**src/rtl/booth_pkg.sv**
```systemverilog
// Shared types and sizing helpers for the sequential radix-4 Booth multiplier.
package booth_pkg;

  typedef enum logic [1:0] {IDLE, CALC, DONE} state_t;

  typedef enum logic [2:0] {ZERO, POS1, POS2, NEG1, NEG2} digit_t;

  // Operands are extended by 2 bits, so unsigned and signed modes share one iteration count.
  function automatic int iter_count(input int width);
    return width / 2 + 1;
  endfunction

  function automatic int acc_width(input int width);
    return width + 4;
  endfunction

endpackage

```
**src/rtl/booth_r4_recode.sv**
```systemverilog
// Radix-4 Booth recoder: 3-bit multiplier window to signed digit select.
module booth_r4_recode
  import booth_pkg::*;
(
  input  logic [2:0] win,
  output digit_t     digit
);

  always_comb begin
    digit = ZERO;
    case (win)
      3'b001, 3'b010: digit = POS1;
      3'b011:         digit = POS2;
      3'b100:         digit = NEG2;
      3'b101, 3'b110: digit = NEG1;
      default:        digit = ZERO;
    endcase
  end

endmodule

```
**src/rtl/booth_mult_seq.sv**
```systemverilog
// Multi-cycle radix-4 Booth multiplier, signed/unsigned per operation, start/done handshake.
module booth_mult_seq
  import booth_pkg::*;
#(
  parameter int WIDTH = 16
) (
  input  logic                 clk,
  input  logic                 rst_n,
  input  logic                 start,
  input  logic                 signed_mode,
  input  logic [WIDTH-1:0]     a,
  input  logic [WIDTH-1:0]     b,
  output logic                 ready,
  output logic                 busy,
  output logic                 done,
  output logic [2*WIDTH-1:0]   p
);

  localparam int N  = iter_count(WIDTH);
  localparam int EW = WIDTH + 2;
  localparam int AW = acc_width(WIDTH);
  localparam int CW = $clog2(N);

  state_t          state, state_nxt;
  logic            load;
  logic [EW-1:0]   m_q;
  logic [EW:0]     q_q;      // extended multiplier with the appended LSB below it
  logic [AW-1:0]   acc_q;
  logic [CW-1:0]   cnt_q;

  digit_t          digit;
  logic [AW-1:0]   m_sx, addend, acc_sum;
  logic [AW+EW:0]  shifted;
  logic [EW-1:0]   a_ext, b_ext;

  booth_r4_recode u_recode (.win(q_q[2:0]), .digit(digit));

  assign a_ext = {{2{signed_mode & a[WIDTH-1]}}, a};
  assign b_ext = {{2{signed_mode & b[WIDTH-1]}}, b};

  always_comb begin
    m_sx   = {{(AW-EW){m_q[EW-1]}}, m_q};
    addend = '0;
    case (digit)
      POS1:    addend = m_sx;
      POS2:    addend = m_sx << 1;
      NEG1:    addend = -m_sx;
      NEG2:    addend = -(m_sx << 1);
      default: addend = '0;
    endcase
    acc_sum = acc_q + addend;
    shifted = $signed({acc_sum, q_q}) >>> 2;
  end

  always_comb begin
    state_nxt = state;
    load      = 1'b0;
    case (state)
      IDLE: if (start) begin
        load      = 1'b1;
        state_nxt = CALC;
      end
      CALC: if (cnt_q == '0) state_nxt = DONE;
      DONE: begin
        load      = start;
        state_nxt = start ? CALC : IDLE;
      end
      default: state_nxt = IDLE;
    endcase
  end

  always_ff @(posedge clk or negedge rst_n) begin
    if (!rst_n) begin
      state <= IDLE;
      m_q   <= '0;
      q_q   <= '0;
      acc_q <= '0;
      cnt_q <= '0;
      p     <= '0;
    end else begin
      state <= state_nxt;
      if (load) begin
        m_q   <= a_ext;
        q_q   <= {b_ext, 1'b0};
        acc_q <= '0;
        cnt_q <= CW'(N - 1);
      end else if (state == CALC) begin
        acc_q <= shifted[AW+EW:EW+1];
        q_q   <= shifted[EW:0];
        if (cnt_q != '0) cnt_q <= cnt_q - 1'b1;
      end
      // Product bits sit just above the appended LSB once every window has been retired.
      if (state == CALC && cnt_q == '0) p <= shifted[2*WIDTH:1];
    end
  end

  assign ready = (state != CALC);
  assign busy  = (state == CALC);
  assign done  = (state == DONE);

endmodule

```
**config.mk**
```make
export PLATFORM = sky130hd
export DESIGN_NAME = booth_mult_seq
export DESIGN_NICKNAME = d
export VERILOG_FILES = /design/src/rtl/booth_pkg.sv /design/src/rtl/booth_r4_recode.sv /design/src/rtl/booth_mult_seq.sv
export SDC_FILE = /design/constraint.sdc
export NUM_CORES = 1
export LEC_CHECK = 0
export BUFFER_PORTS_ARGS = -buffer_cell sky130_fd_sc_hd__buf_2
export CORE_MARGIN = 5
export CORE_UTILIZATION = 55
export DETAILED_ROUTE_END_ITERATION = 10
export PLACE_DENSITY = 0.76
export SLEW_MARGIN = 15
export SYNTH_ARGS = -nofsm -noshare
export SYNTH_HDL_FRONTEND = slang
export SYNTH_SLANG_ARGS = --single-unit
```
**constraint.sdc**
```tcl
create_clock -name clk -period 9.1 [get_ports clk]
set_input_delay 1.82 -clock clk [delete_from_list [all_inputs] [get_ports clk]]
set_output_delay 1.82 -clock clk [all_outputs]
set_load 0.01 [all_outputs]
```
======== Word level (Yosys, flattened, before mapping) ========
Cells that the tools add are included.
word-level totals
  flip-flop bits (word level) ............. 94
  bits in latches ......................... 0
  word-level logic and storage cells ...... 52
  ROM bits ................................ 0
  bits in writable memories ............... 0
  memories ................................ 0
  input bits .............................. 36
  output and inout port bits .............. 35
operators by class
  multiplexer cells ....................... 15
  add/subtract/negate cells ............... 4
  multiply operators ...................... 0
  divide/modulo/power cells ............... 0
  bitwise gates (word level) .............. 2
  reductions and logical operators ........ 10
  shift operators ......................... 0
  $lt $le $gt $ge ......................... 0
  eq/ne operators ......................... 15
operators by type and width
  kind                                                 count
  one-hot mux 20 bit (4 select lines)                  1
  two-way mux 20 bit                                   2
  negation 20 bit                                      2
  two-way mux 19 bit                                   2
  adder 20 bit                                         1
  equality test 3 x 2 -> 1 bit, second input constant  4
  equality test 3 bit, second input constant           4
  two-way mux 4 bit                                    3
  one-hot mux 3 bit (4 select lines)                   1
  equality test 3 x 1 -> 1 bit, second input constant  2
  one-hot mux 2 bit (3 select lines)                   1
  zero test 4 bit                                      1
  two-way mux 2 bit                                    2
  != test 2 x 1 -> 1 bit, second input constant        2
  AND reduction 2 bit                                  2
  nonzero test 2 bit                                   2
  nonzero test 4 bit                                   1
  OR reduction 2 bit                                   2
  subtractor 4 x 1 -> 4 bit, second input constant     1
  bitwise AND 1 bit                                    2
  equality test 2 x 1 -> 1 bit, second input constant  1
  equality test 2 bit, second input constant           1
  zero test 2 bit                                      1
  two-way mux 1 bit                                    2
  other kinds (3)                                      3

======== Longest topological paths before layout ========
  depth in word-level cells ............... 8
  gate-level depth with buffers ........... 18
  depth with buffers taken out ............ 17

======== By module ========
From an unflattened synthesis, not the netlist that was laid out.
unflattened totals
  cell total of the unflattened synthesis .. 668
  area, all modules ....................... 5587.9 µm²
modules (own cells, without submodules)
  module           area an instance (µm²)  seq. area each (µm²)  cells each  instances
  booth_mult_seq   5554.1                  2302.2                664         1
  booth_r4_recode  33.8                    0.0                   4           1

======== Worst setup path after synthesis ========
No wires, ideal clock.
  path kind ............................... flip-flop to flip-flop
  start point ............................. register m_q[1]
  end point ............................... register acc_q[18]
  path slack .............................. 5.421 ns
  setup time .............................. 0.127 ns
  cell stages (with the launch flop) ...... 18
  arrival time ............................ 3.552 ns
  buffers on the path ..................... 0
  data required time ...................... 8.973 ns
  path through ............................ dfrtp_1 -> inv_1 -> ha_1 -> or4b_4 -> nor4_4 -> nand2_2 -> nor3_2 -> xnor2_1 -> mux2i_1 -> o31ai_1 -> ha_1 -> a21o_1 -> o21bai_1 -> a211oi_1 -> o31ai_1 -> xnor2_1 -> a21oi_1 -> o22ai_1
between the ends
  cells in the longest elaborated chain, start to end .. 5
RTL lines
  element                                RTL line                                    RTL
  start, declared                        booth_mult_seq.sv:26                        logic [EW-1:0] m_q;
  start signal, assigned                 booth_mult_seq.sv:83                        m_q <= a_ext;
  negation 20 bit (on tied branches)     booth_mult_seq.sv:47, booth_mult_seq.sv:48
  one-hot mux 20 bit (4 select lines) *  booth_mult_seq.sv:44                        case (digit)
  adder 20 bit *                         booth_mult_seq.sv:51                        acc_sum = acc_q + addend;
  two-way mux 20 bit *                   booth_mult_seq.sv:87                        end else if (state == CALC) begin
  two-way mux 20 bit *                   booth_mult_seq.sv:82                        if (load) begin
  end signal, assigned                   booth_mult_seq.sv:88                        acc_q <= shifted[AW+EW:EW+1];
  end, declared                          booth_mult_seq.sv:28                        logic [AW-1:0] acc_q;
Every way passes the cells marked *; elsewhere a longest branch is shown, timed or not. The select of a mux whose other input is x is not followed.
A chain may end at the register's enable or synchronous reset.

======== Final worst setup path ========
  start point ............................. register q_q[2]
  end point ............................... register p[30]
between the ends
  cells in the longest elaborated chain, start to end .. 6
RTL lines
  element                                            RTL line               RTL
  start, declared                                    booth_mult_seq.sv:27   logic [EW:0] q_q;
  start signal, assigned                             booth_mult_seq.sv:84   q_q <= {b_ext, 1'b0};
  start signal, assigned                             booth_mult_seq.sv:89   q_q <= shifted[EW:0];
  equality test 3 bit, or another cell as far along  booth_r4_recode.sv:11  case (win)
  OR reduction 2 bit                                 booth_r4_recode.sv:11
  one-hot mux 3 bit (4 select lines) *               booth_r4_recode.sv:11
  equality test 3 bit, or another cell as far along  booth_mult_seq.sv:44
  one-hot mux 20 bit (4 select lines) *              booth_mult_seq.sv:44
  adder 20 bit *                                     booth_mult_seq.sv:51
  end signal, assigned                               booth_mult_seq.sv:93   if (state == CALC && cnt_q == '0) p <= shifted[2*WIDTH:1];
  end, declared                                      booth_mult_seq.sv:16   output logic [2*WIDTH-1:0] p
Every way passes the cells marked *; elsewhere a longest branch is shown, timed or not.

==> flow_summary.ini <==
[placed_design]
gp_congestion = 0.922
io_buffers = 70
hpwl_um = 10300

[finish]
seqCellArea_um2 = 2300
final_layout_size_suffix_gt1_frac = 0.160
nets = 746
utilization = 0.626
fillers = 865
diodes = 0
multi_input_area_um2 = 3000
syn_to_final_growth_pct = 10.9

[logic_synthesis]
synth.distinct_cells = 53
ys_ff_latch = 92
netlist_top_cells_area = dfrtp_1, nand2_1, ha_1
synth-main-ff-cell = dfrtp_1
yosys_warnings = 0
synth.top_cell.area_share = 0.417
synth_top_family_by_area = simple AND/OR/NAND/NOR gates
yosysSeqAreaShare = 0.417
synth-xor-area-share = 0.0588
syn_avg_cell_area_um2 = 8.55
synth-edff-count = 0
async_flop_share = 1.00
synthCells = 645
synthSimpleGateAreaFrac = 0.202
synth_adder_area_share = 0.0535
synth.net_count = 704
synth_compound_area_frac = 0.192
muxShareOfSynthArea = 0.0352
syn_area_um2 = 5520
yosys.area.top_type = dfrtp_1

[status]
status = complete, no violations

[timing]
finalMaxSlewViolations = 0
rsz0062_at_grt = false
tightest_slew_ns = 1.01
hold_viol_final = 0
finalSetupViolations = 0
slew_headroom = 0.325
fin_crit_ns = 4.47
tns_ns = 0
post-route-period-util = 0.491
fmax_ghz = 0.224
fin_worst_skew_ns = 0.0211

[critical_path]
start_kind = flop
endpoint_kind = flop
setup.worst_path.class = flop to flop
arrival_ns = 4.74
path_max_fanout = 30
cp.required_ns = 9.36

[routing]
remaining_drc_errors = 0
ant_nets = 0
post_drt_via_cell_ratio = 5.85
routed_wl_um = 14500
via_count = 4829
drt-initial-drc-count = 312
wire_per_inst_um = 17.6
drt_pass1_iterations = 5

[die]
dieHeight_um = 110
dieArea_um2 = 12100
boundaryPins = 71
std_cell_rows = 36
core_area_um2 = 9770
fp.dieW_um = 110
start_util = 0.564

[worst_hold_path]
hold_path.class = flop to flop

[clock_network]
clock_latency_ns = 0.37
post_cts_buffers = 0
clk_path_buf_depth = 2
htree_levels = 3
numClockSinks = 92
cts_hold_buf = 0
clk_pin_slew_ns = 0.10
root_buffer = clkbuf_8
cts-resized-gates = 0
cts_buffers = 9
cts_tree = built

[run]
maxCapViolCount = 0

[global_route]
grt_antenna_before_repair = 0
grt_max_degree = 60
grtUsageTotal = 0.251
grt_first_pass_wirelength_um = 23800
grt_overflow = 0
grt_pass1_vias = 4829
==> flip-flops by register name, summed over array words and instances (netlist names) <==
| register | flops |
|---|---|
| p | 32 |
| q_q | 19 |
| acc_q | 18 |
| m_q | 17 |
| cnt_q | 4 |
| state | 2 |
==> critical path, stage by stage, from the launching register on <==
cell and delay, ns:
dfrtp_1 0.96, inv_1 0.47, nor2_1 0.57, a32oi_1 0.17, o21ai_0 0.20, ha_1 0.32, and3_1 0.21, a221oi_1 0.40
o21a_1 0.27, o21ai_0 0.19, a21boi_0 0.25, xnor2_1 0.11, mux2_2 0.27
==> logic make-up after synthesis <==
kind of cell | count (synthesis)
adder cells (fa/ha/maj) | 23
flip-flops | 92
multiplexers | 18
AND/OR/NAND/NOR | 259
AO/OA/AOI/OAI | 158
buffers and inverters | 58
XOR/XNOR | 37
==> cells in the final DEF, fill, tap and decap left out, types with 2 or more instances in the layout <==
cell,n
inv_1,14
mux2i_1,7
and2_1,2
xnor2_1,24
nand4_1,4
ha_1,22
nand2_1,180
xor2_1,13
a22o_1,12
o31ai_1,6
nand2b_1,6
buf_2,69
a21boi_0,2
a31oi_1,4
a211oi_1,7
a221o_1,3
clkbuf_8,10
o21ai_0,33
nor2_1,25
and3_1,5
a21oi_1,33
a21o_1,10
mux2_2,11
dfrtp_1,92
a41oi_1,2
or3_1,3
a22oi_1,17
o22ai_1,5
o21bai_1,2
a221oi_1,7
a32oi_1,4
o211ai_1,4
nor3_1,12
buf_4,6
nand3_1,11
==> metal layers <==
layer,track usage,part of all wire,vias up
li1,-,-,2325
met1,0.321,0.43,2344
met2,0.418,0.49,135
met3,0.0577,0.058,25
met4,0.0923,0.024,0
met5,0,0,-
==> metrics by stage <==
step / setup WS [ns] / instances / area [um2] / hold WS [ns]
after floorplan: 5.42 / 645 / 5520 / 0.456
after global placement: 4.70 / 809 / 5910 / 0.452
after detailed placement: 4.68 / 809 / 5910 / 0.457
after CTS: 4.65 / 825 / 6120 / 0.487
after global routing: 4.24 / 825 / 6120 / 0.508
final: 4.63 / 825 / 6120 / 0.482
==> cells in the mapped netlist (all sizes together), types with 10 or more instances <==
| master | count |
|---|---|
| a22oi | 17 |
| dfrtp | 92 |
| nand3 | 11 |
| xnor2 | 24 |
| a21o | 10 |
| clkbuf | 36 |
| ha | 22 |
| nand2 | 181 |
| nor2 | 26 |
| inv | 14 |
| xor2 | 13 |
| a21oi | 33 |
| a22o | 12 |
| nor3 | 13 |
| o21ai | 34 |
| mux2 | 11 |
==> area by class of cell <==
cell class                 count  share of cell area
tap                          133              0.0272
inverter                      14             0.00859
timing repair buffer          75              0.0638
multi-input combinational    495               0.490
clock buffer                  10              0.0225
sequential                    92               0.376
clock inverter                 6              0.0117
==> worst paths after layout <==
kind	slack (ns)	from	to	cells past startpoint
max	4.63	q_q[2]	p[30]	12
min reg2reg	0.48	p[31]	p[31]	2
max reg2reg	4.63	q_q[2]	p[30]	12
min in group asynchronous	1.40	rst_n	acc_q[18]	1
min	0.48	p[31]	p[31]	2
max in group asynchronous	6.57	rst_n	q_q[18]	2
Power is left out: the tool's default activity adds up to more than one toggle a clock period on the data nets, which glitch-free logic cannot reach.
